[config.mk]
export PLATFORM = sky130hd
export DESIGN_NAME = note_lane_sequencer
export DESIGN_NICKNAME = d
export VERILOG_FILES = /design/src/rtl/note_lane_sequencer.sv
export SDC_FILE = /design/constraint.sdc
export NUM_CORES = 1
export LEC_CHECK = 0
export ABC_CLOCK_PERIOD_IN_PS = 3600
export CAP_MARGIN = 5
export CORE_ASPECT_RATIO = 2
export CORE_MARGIN = 3
export CORE_UTILIZATION = 45
export DETAILED_ROUTE_END_ITERATION = 16
export GPL_ROUTABILITY_DRIVEN = 0
export PLACE_DENSITY = 0.66
export SKIP_LAST_GASP = 1
export SYNTH_ARGS = -nofsm -noshare
export SYNTH_HDL_FRONTEND = slang
export SYNTH_SLANG_ARGS = --single-unit
export TNS_END_PERCENT = 50
[constraint.sdc]
create_clock -name clk -period 3.6 [get_ports clk]
set_input_delay 0.36 -clock clk [delete_from_list [all_inputs] [get_ports clk]]
set_output_delay 0.36 -clock clk [all_outputs]
set_load 0.005 [all_outputs]
[src/rtl/note_lane_sequencer.sv]
// note_lane_sequencer: game controller for a two-lane scrolling note display.
// Paces song entries from an external note ROM into two 7-column rows and
// judges player strikes in the hit column. It keeps a BCD score and a miss
// count, and sequences the game through IDLE -> COUNT -> PLAY -> DONE.
//
// Ports:
//   clk        system clock
//   reset      asynchronous, active-high reset
//   start      start request (rising edge acts)
//   button     lane strike buttons, [0]=top, [1]=bottom (rising edge acts)
//   note_data  ROM data at note_addr, [0]=top, [1]=bottom
//   note_addr  song ROM address
//   top_row    top lane notes, bit6 = entry column, bit0 = hit column
//   bottom_row bottom lane notes, same layout
//   score_bcd  two-digit BCD hit count, saturating at 99
//   misses     binary miss count, saturating at MAX_MISS
//   state      0=IDLE 1=COUNT 2=PLAY 3=DONE
//   hit_pulse  one-cycle pulse for a cycle with at least one hit
//   miss_pulse one-cycle pulse for a step that dropped at least one note
module note_lane_sequencer #(
    parameter logic [23:0] STEP_DIV    = 24'd6_000_000,
    parameter int unsigned SONG_LEN    = 32,
    parameter int unsigned COUNT_STEPS = 3,
    parameter int unsigned MAX_MISS    = 9,
    localparam int unsigned AW = (SONG_LEN > 1) ? $clog2(SONG_LEN) : 1
) (
    input  logic          clk,
    input  logic          reset,
    input  logic          start,
    input  logic [1:0]    button,
    input  logic [1:0]    note_data,
    output logic [AW-1:0] note_addr,
    output logic [6:0]    top_row,
    output logic [6:0]    bottom_row,
    output logic [7:0]    score_bcd,
    output logic [3:0]    misses,
    output logic [1:0]    state,
    output logic          hit_pulse,
    output logic          miss_pulse
);

    localparam int unsigned PW = 24;
    localparam int unsigned CW = $clog2(COUNT_STEPS + 1);
    localparam int unsigned IW = $clog2(SONG_LEN + 1);

    typedef enum logic [1:0] {
        S_IDLE  = 2'd0,
        S_COUNT = 2'd1,
        S_PLAY  = 2'd2,
        S_DONE  = 2'd3
    } state_e;

    state_e         state_q, state_d;
    logic [PW-1:0]  presc_q, presc_d;
    logic [CW-1:0]  steps_q, steps_d;
    logic [IW-1:0]  inj_q, inj_d;
    logic [AW-1:0]  addr_q, addr_d;
    logic [6:0]     top_q, top_d;
    logic [6:0]     bot_q, bot_d;
    logic [7:0]     score_q, score_d;
    logic [3:0]     misses_q, misses_d;
    logic           hit_q, hit_d;
    logic           miss_q, miss_d;
    logic           start_q;
    logic [1:0]     button_q;

    logic           start_rise;
    logic [1:0]     btn_rise;
    logic           tick;
    logic [1:0]     lane_hit;
    logic [1:0]     lane_miss;
    logic [1:0]     inj;
    logic [6:0]     top_pre;
    logic [6:0]     bot_pre;
    logic [4:0]     miss_sum;
    logic [7:0]     score_tmp;

    assign start_rise = start & ~start_q;
    assign btn_rise   = button & ~button_q;
    assign tick       = (presc_q == STEP_DIV - 24'd1);

    // Saturating BCD increment: 99 holds, units 9 carries into tens.
    function automatic logic [7:0] bcd_inc(input logic [7:0] v);
        if (v == 8'h99) return 8'h99;
        if (v[3:0] == 4'd9) return {v[7:4] + 4'd1, 4'd0};
        return {v[7:4], v[3:0] + 4'd1};
    endfunction

    // State register and input edge-detect samples.
    always_ff @(posedge clk or posedge reset) begin
        if (reset) begin
            state_q  <= S_IDLE;
            presc_q  <= '0;
            steps_q  <= '0;
            inj_q    <= '0;
            addr_q   <= '0;
            top_q    <= '0;
            bot_q    <= '0;
            score_q  <= '0;
            misses_q <= '0;
            hit_q    <= 1'b0;
            miss_q   <= 1'b0;
            start_q  <= 1'b0;
            button_q <= '0;
        end else begin
            state_q  <= state_d;
            presc_q  <= presc_d;
            steps_q  <= steps_d;
            inj_q    <= inj_d;
            addr_q   <= addr_d;
            top_q    <= top_d;
            bot_q    <= bot_d;
            score_q  <= score_d;
            misses_q <= misses_d;
            hit_q    <= hit_d;
            miss_q   <= miss_d;
            start_q  <= start;
            button_q <= button;
        end
    end

    // Next-state, scrolling, hit judgement and scoring.
    always_comb begin
        state_d   = state_q;
        presc_d   = presc_q;
        steps_d   = steps_q;
        inj_d     = inj_q;
        addr_d    = addr_q;
        top_d     = top_q;
        bot_d     = bot_q;
        score_d   = score_q;
        misses_d  = misses_q;
        hit_d     = 1'b0;
        miss_d    = 1'b0;
        lane_hit  = 2'b00;
        lane_miss = 2'b00;
        inj       = 2'b00;
        top_pre   = top_q;
        bot_pre   = bot_q;
        miss_sum  = '0;
        score_tmp = score_q;

        unique case (state_q)
            S_IDLE: begin
                presc_d  = '0;
                steps_d  = '0;
                inj_d    = '0;
                addr_d   = '0;
                top_d    = '0;
                bot_d    = '0;
                score_d  = '0;
                misses_d = '0;
                if (start_rise) state_d = S_COUNT;
            end

            S_COUNT: begin
                presc_d = tick ? '0 : presc_q + 24'd1;
                if (tick) begin
                    if (steps_q == CW'(COUNT_STEPS - 1)) begin
                        steps_d = '0;
                        state_d = S_PLAY;
                    end else begin
                        steps_d = steps_q + CW'(1);
                    end
                end
            end

            S_PLAY: begin
                presc_d = tick ? '0 : presc_q + 24'd1;

                // Hits are judged before the scroll so a strike on a tick edge still scores.
                lane_hit = btn_rise & {bot_q[0], top_q[0]};
                top_pre  = {top_q[6:1], top_q[0] & ~lane_hit[0]};
                bot_pre  = {bot_q[6:1], bot_q[0] & ~lane_hit[1]};
                if (lane_hit[0]) score_tmp = bcd_inc(score_tmp);
                if (lane_hit[1]) score_tmp = bcd_inc(score_tmp);
                score_d = score_tmp;
                hit_d   = |lane_hit;
                top_d   = top_pre;
                bot_d   = bot_pre;

                if (tick) begin
                    if (inj_q < IW'(SONG_LEN)) begin
                        inj   = note_data;
                        inj_d = inj_q + IW'(1);
                        if (addr_q != AW'(SONG_LEN - 1)) addr_d = addr_q + AW'(1);
                    end
                    lane_miss = {bot_pre[0], top_pre[0]};
                    top_d     = {inj[0], top_pre[6:1]};
                    bot_d     = {inj[1], bot_pre[6:1]};
                    miss_sum  = 5'(misses_q) + 5'(lane_miss[0]) + 5'(lane_miss[1]);
                    misses_d  = (miss_sum >= 5'(MAX_MISS)) ? 4'(MAX_MISS) : miss_sum[3:0];
                    miss_d    = |lane_miss;
                    if ((misses_d == 4'(MAX_MISS)) ||
                        ((inj_d == IW'(SONG_LEN)) && (top_d == 7'd0) && (bot_d == 7'd0))) begin
                        state_d = S_DONE;
                        presc_d = '0;
                        top_d   = '0;
                        bot_d   = '0;
                    end
                end
            end

            S_DONE: begin
                presc_d = '0;
                top_d   = '0;
                bot_d   = '0;
                if (start_rise) begin
                    state_d  = S_COUNT;
                    steps_d  = '0;
                    inj_d    = '0;
                    addr_d   = '0;
                    score_d  = '0;
                    misses_d = '0;
                end
            end

            default: state_d = S_IDLE;
        endcase
    end

    assign note_addr  = addr_q;
    assign top_row    = top_q;
    assign bottom_row = bot_q;
    assign score_bcd  = score_q;
    assign misses     = misses_q;
    assign state      = state_q;
    assign hit_pulse  = hit_q;
    assign miss_pulse = miss_q;

endmodule

==> impl_results.md, run 1 <==
* Result of the run: completed
* Buffer cell driving the clock tree root: sky130_fd_sc_hd__clkbuf_16
* Setup TNS Final at 0 ns
* Critical-path cell with the highest stage delay: sky130_fd_sc_hd__or3b_2
* Number of enable flip-flop cells after synthesis at 0
* Clock tree from TritonCTS: done
* Num CTS Buffers at 9
* Fin crit period at 3.08 ns
* Critical-path maximum fanout at 12
* Normalized max-slew margin at 0.510
* Antenna violations before repair at 0
* Placed Cells incl. Taps at around 560
* Max Cap Violations at 0
* Max-slew violation count at 0
* Total leakage power at 2.03 nW
* Deepest level of the CTS H-tree at 3
* Kind of path behind the tightest hold check: input port to asynchronous set/reset pin
* Number of buffers added for setup after CTS at 0
* Total via count after detailed routing at 3526
* Post-detailed-route via-to-cell ratio at 6.11
* Endpoints failing hold at 0
* Initial DRT Pass Iterations at 4
* Deepest clock path buffer count at 2
* Number of nets in the synthesized netlist at 455
* Maximum resistive drop on vdd at roughly 0.33 mV
* DRT iter0 DRCs at 178
* DRC at 0
* Area of the die at slightly above 10000 sq um
* Vias in the first global route at 3627
* Core Region at slightly below 9000 sq um
* Area share of the largest cell type after synthesis at 0.434
* Power per Cell Area at 475 nW/um^2
* Critical Path RT at ~3.9 ns
* Cells after Synth at 431
* Netlist Area Pre-Place at 4030 sq um
* Number of synthesized register bits at 70
* Maximum clock rate at around 330 MHz
* Synth cell count leaders: sky130_fd_sc_hd__dfrtp_1, sky130_fd_sc_hd__nor2_1, sky130_fd_sc_hd__nand2_1
* Insertion delay of the later-clocked pin in the worst-skew pair at 0.34 ns
* Clock sink count at 70
* Remaining antenna violation count after routing at 0
* Fraction of registers with async set/reset at 1.00
* # diodes at 0
* Proportion of layout cells with a drive suffix above 1 at 0.0629
* Layout-stage area growth over the synthesis result at 20.3%
* Crit path largest cell delay at 0.47 ns
* Y dimension of the die at 140 microns
* Wire length of the first global-routing pass at 17500 microns
* Prevailing post-synth register cell: sky130_fd_sc_hd__dfrtp_1
* Count of synthesis-stage warnings from yosys at 0
* Post-synthesis cell type count at 60
* Top Ports at 42
* Arrival time at the worst endpoint at 3.34 ns
* Post-detailed-placement half-perimeter wirelength at 7560 microns
* CP cell instances: clkdlybuf4s50_1 > nor2b_1 > nand2b_1 > fa_1 > inv_1 > ha_1 > or3b_2 > a21oi_1 > nor3_1 > o21bai_1 > nor4_4 > buf_4 > a32o_1
* Critical path class: input port to flop
* Nature of the critical path endpoint: flop
* Chip width at 72.9 microns
* Port-buffer cells at 41
* Most area-consuming cells after synthesis: sky130_fd_sc_hd__dfrtp_1, sky130_fd_sc_hd__ha_1, sky130_fd_sc_hd__nor2_1
* Largest net degree at the start of global routing at 35
* Reg clk slew, reported paths at approximately 0.06 ns
* Final Setup Violations at 0
* Seq/Total Area, Yosys at 0.434
* Post-CTS Hold Fix Bufs at 0
* Worst slew pin tran at 0.735 ns
* Period utilisation layout at 0.855
* Non-filler cells, final at 577
* Final layout net count at 496
* Final routed wirelength across all metal layers at ~10000 microns
* Total routing resource utilization after global routing at 0.220
* Avg Synthesized Cell Area at 9.36 sq um
* Clock tree skew after final layout at approximately 0.0088 ns
* Unrepaired setup endpoints after global routing: no
* Cells resized by post-CTS repair at 0
* Top-count cell post-synth: sky130_fd_sc_hd__dfrtp_1
* Startpoint type of the worst setup path: input port
* Count of standard-cell rows at 48
* Total congestion overflow at 0
* Starting density of the core at 0.463
* Cell type with the highest aggregate area in the netlist: sky130_fd_sc_hd__dfrtp_1
* Detail-routed net length per standard cell at between 15 and 20 microns
## where the power goes
part / total [W] / internal (W) / switching, W
Sequential: 0.000842 / 0.000812 / 0.0000299
Combinational: 0.000571 / 0.000172 / 0.000400
Clock: 0.000892 / 0.000570 / 0.000322
## registers in the layout (all words and copies together) (netlist names)
name / flops
state: 2
hit_pulse: 1
inj_q: 6
misses: 4
top_row: 7
steps_q: 2
presc_q: 24
start_q: 1
score_bcd: 8
miss_pulse: 1
button_q: 2
bottom_row: 7
note_addr: 5
## worst max-delay path: cells and delay by family
family / cells / cell delay (ns)
buffers and inverters: 3 / 0.71
AND/OR/NAND/NOR: 5 / 1.05
AO/OA/AOI/OAI: 3 / 0.57
adder cells (fa/ha/maj): 2 / 0.65
## cell families after synthesis
family | after synthesis | synth area share
AND/OR/NAND/NOR | 181 | 0.244
AO/OA/AOI/OAI | 97 | 0.165
flip-flops | 70 | 0.434
buffers and inverters | 36 | 0.0354
XOR/XNOR | 26 | 0.0565
adder cells (fa/ha/maj) | 17 | 0.0546
multiplexers | 4 | 0.0102
## path summary, 6_finish.rpt
path                                   from          end  slack (ns)  cells after the start
worst max-delay path              button[1]   top_row[6]        0.52                     13
worst min-delay path                  reset  button_q[1]        0.47                      2
worst max register to register  button_q[0]   top_row[6]        0.70                     12
worst min register to register   steps_q[0]   steps_q[0]        0.51                      2
max in group asynchronous             reset   top_row[3]        2.37                      3
min in group clk                  button[1]  button_q[1]        0.49                      1
## layout by cell type (no fill, tap or decap), drive strengths merged, types with 3 or more instances in the layout
cell type,count
dfrtp,70
nor2,42
clkdlybuf4s50,41
nand2,36
o21ai,26
nand3,20
inv,17
xor2,16
ha,16
a21oi,15
a22o,12
clkbuf,12
nor3,11
nand4,10
xnor2,10
nor4,10
and3,9
buf,8
or3,6
nand2b,5
o211ai,5
a31oi,5
a21o,4
nor2b,4
nand3b,4
and4,3
nand4b,3
mux2i,3
o21a,3
o31ai,3
and2,3
and4b,3
a32o,3
o41ai,3
clkinv,3
## cell type report
class	instances	area (sq um)
multi-input combinational	325	2140
inverter	17	63.8
sequential	70	1750
clock buffer	12	256
timing repair buffer	49	470
clock inverter	4	45.0
tap	100	125
fill	770	3860
## routing by layer
metal,global-route usage,wire length (microns),up-vias
met5,0,0,-
met4,0.113,357,0
met3,0.0376,271,32
met2,0.401,5910,77
met1,0.233,3830,1747
li1,-,-,1670
## through the flow
stage	cell area (sq um)	utilization	hold slack, ns	total power [W]	setup slack (ns)
5_1_grt	4850	0.557	0.477	0.00243	0.322
3_3_place_gp	4550	0.522	0.487	0.00142	0.255
3_5_place_dp	4550	0.522	0.494	0.00143	0.181
4_1_cts	4850	0.557	0.482	0.00232	0.512
2_1_floorplan	4030	-	0.391	0.00124	0.855
6_report	4850	0.557	0.467	0.00231	0.523
(Power assumes the default switching activity.)
==> inputs of run 2 (changes only) <==
Settings changed: PLACE_DENSITY 0.66 to not set, PLACE_DENSITY_LB_ADDON set to 0.12.
==> run 2 against run 1 <==
Net effect: final cell count did not move; design area fell by 0.62%; highest routed layer unchanged; global-route usage rose by 0.18 points; largest power group is now sequential cells; first-iteration DRC count fell by 25%; setup slack barely moved.
==> impl_results.md, run 2 (synthesis results as in run 1) <==
* Final core utilization at 0.554 (was 0.557)
* Final Setup Violations at 0 (unchanged)
* Cells resized by post-CTS repair at 0 (unchanged)
* Unrepaired setup endpoints after global routing: no (unchanged)
* Total via count after detailed routing at 3509 (was 3526)
* Clock sink count at 70 (unchanged)
* Worst reg2reg path startpoint: button_q[0] (unchanged)
* Total leakage power at 2.02 nW (was 2.03 nW)
* Insertion delay of the later-clocked pin in the worst-skew pair at 0.33 ns (was 0.34 ns)
* Final layout net count at 498 (was 496)
* Total routing resource utilization after global routing at 0.222 (was 0.220)
* Maximum clock rate at 325 MHz (about the same)
* Worst slew pin tran at 0.643 ns (was 0.735 ns)
* Layout-stage area growth over the synthesis result at 19.5% (was 20.3%)
* DRT iter0 DRCs at 134 (was 178)
* Critical-path maximum fanout at 12 (unchanged)
* Max Cap Violations at 0 (unchanged)
* Num CTS Buffers at 9 (unchanged)
* Register with the most flip-flops: presc_q (unchanged)
* Chip width at 72.9 microns (unchanged)
* Deepest clock path buffer count at 2 (unchanged)
* Result of the run: completed (unchanged)
* Max-slew violation count at 0 (unchanged)
* Remaining antenna violation count after routing at 0 (unchanged)
* Detail-routed net length per standard cell at 18.4 microns (was 18.0 microns)
* Kind of path behind the tightest hold check: input port to asynchronous set/reset pin (unchanged)
* Non-filler cells, final at 577 (unchanged)
* Starting density of the core at 0.463 (unchanged)
* Wire length of the first global-routing pass at 17400 microns (was 17500 microns)
* Total congestion overflow at 0 (unchanged)
* Commonest cells after routing, fill and taps aside: sky130_fd_sc_hd__dfrtp_1, sky130_fd_sc_hd__nor2_1, sky130_fd_sc_hd__clkdlybuf4s50_1 (unchanged)
* Number of buffers added for setup after CTS at 0 (unchanged)
* Count of standard-cell rows at 48 (unchanged)
* Critical-path cell with the highest stage delay: sky130_fd_sc_hd__or3b_2 (unchanged)
* Post-CTS Hold Fix Bufs at 0 (unchanged)
* Top Ports at 42 (unchanged)
* Top Family by Delay on Critical Path: simple AND/OR/NAND/NOR gates (unchanged)
* Buffer cell driving the clock tree root: sky130_fd_sc_hd__clkbuf_16 (unchanged)
* Core Region at 8710 sq um (unchanged)
* Period utilisation layout at 0.854 (was 0.855)
* Nature of the critical path endpoint: flop (unchanged)
* Setup TNS Final at 0 ns (unchanged)
* Final routed wirelength across all metal layers at 10600 microns (was 10400 microns)
* Antenna violations before repair at 0 (unchanged)
* Vias in the first global route at 3673 (was 3627)
* Endpoints failing hold at 0 (unchanged)
* Largest register FFs at 24 (unchanged)
* Reg clk slew, reported paths at 0.05 ns (was 0.06 ns)
* Fin crit period at 3.08 ns (about the same)
* CP bufs+invs at 3 (unchanged)
* Port-buffer cells at 41 (unchanged)
* Post-detailed-route via-to-cell ratio at 6.08 (was 6.11)
* Largest net degree at the start of global routing at 28 (was 35)
* Initial DRT Pass Iterations at 5 (was 4)
* Post-Route Hold Slack at 0.395 ns (was 0.467 ns)
* Deepest level of the CTS H-tree at 3 (unchanged)
* CP cell instances: clkdlybuf4s50_1 > nor2b_1 > nand2b_1 > fa_1 > inv_1 > ha_1 > or3b_2 > a21oi_1 > nor3_1 > o21bai_1 > nor4_4 > buf_4 > a32o_1 (unchanged)
* Most common cell after layout, fill and taps aside: sky130_fd_sc_hd__dfrtp_1 (unchanged)
* Y dimension of the die at 140 microns (unchanged)
* Crit path launch: button[1] (unchanged)
* Maximum resistive drop on vdd at 0.464 mV (was 0.334 mV)
* Least setup slack across all paths after layout at 0.524 ns (was 0.523 ns)
* Critical path class: input port to flop (unchanged)
* Clock tree from TritonCTS: done (unchanged)
* Crit path largest cell delay at 0.45 ns (was 0.47 ns)
* Startpoint type of the worst setup path: input port (unchanged)
* Normalized max-slew margin at 0.567 (was 0.510)
* Clock tree skew after final layout at 0.00672 ns (was 0.00884 ns)
* Proportion of layout cells with a drive suffix above 1 at 0.0608 (was 0.0629)
* DP Worst Slack at 0.159 ns (was 0.181 ns)
* Area of the die at 10200 sq um (unchanged)
* # diodes at 0 (unchanged)
* Placed Cells incl. Taps at 563 (was 561)
* Arrival time at the worst endpoint at 3.34 ns (about the same)
* Critical Path RT at 3.87 ns (about the same)
* DRC at 0 (unchanged)
* Power per Cell Area at 456 nW/um^2 (was 475 nW/um^2)
* Post-detailed-placement half-perimeter wirelength at 7960 microns (was 7560 microns)
run 2: worst reg2reg max path, cell delays in order (launching register included):
cell                       delay (ns)
sky130_fd_sc_hd__dfrtp_1         0.38
sky130_fd_sc_hd__nand2b_1        0.14
sky130_fd_sc_hd__nand2_1         0.09
sky130_fd_sc_hd__fa_1            0.41
sky130_fd_sc_hd__inv_1           0.07
sky130_fd_sc_hd__ha_1            0.24
sky130_fd_sc_hd__or3b_2          0.45
sky130_fd_sc_hd__a21oi_1         0.16
sky130_fd_sc_hd__nor3_1          0.08
sky130_fd_sc_hd__o21bai_1        0.24
sky130_fd_sc_hd__nor4_4          0.16
sky130_fd_sc_hd__buf_4           0.22
sky130_fd_sc_hd__a32o_1          0.19
run 2: final timing paths:
kind / endpoint / slack [ns] / depth (start not counted)
setup / recovery: top_row[6] / 0.52 / 13
hold / removal: start_q / 0.40 / 2
setup reg to reg: top_row[6] / 0.72 / 12
hold reg to reg: presc_q[0] / 0.52 / 1
max in group asynchronous: state[1] / 2.44 / 3
min in group clk: button_q[1] / 0.50 / 1
run 2: cell type report:
cell class	count	area [sq um]
clock buffers	12	246
clock inverters	2	10.0
fillers	791	3890
inverters	17	63.8
multi-input cells	325	2140
flip-flops and latches	70	1750
well taps	100	125
repair buffers	51	485
run 2: metrics by stage:
stage	power (W)	cell area (sq um)
3_5_place_dp	0.00144	4560
6_report	0.00220	4820
3_3_place_gp	0.00143	4560
2_1_floorplan	0.00124	4030
4_1_cts	0.00222	4820
5_1_grt	0.00232	4820
run 2: power breakdown:
part	leakage, nW	switching (W)	internal [W]
Clock	0.128	0.000301	0.000474
Sequential	0.964	0.0000314	0.000813
Combinational	0.925	0.000405	0.000175
run 2: per-layer routing:
| layer | GRT usage | share of wire | vias up |
|---|---|---|---|
| li1 | - | - | 1670 |
| met3 | 0.0398 | 0.022 | 29 |
| met4 | 0.112 | 0.035 | 0 |
| met1 | 0.218 | 0.36 | 1743 |
| met2 | 0.421 | 0.58 | 67 |
| met5 | 0 | 0 | - |
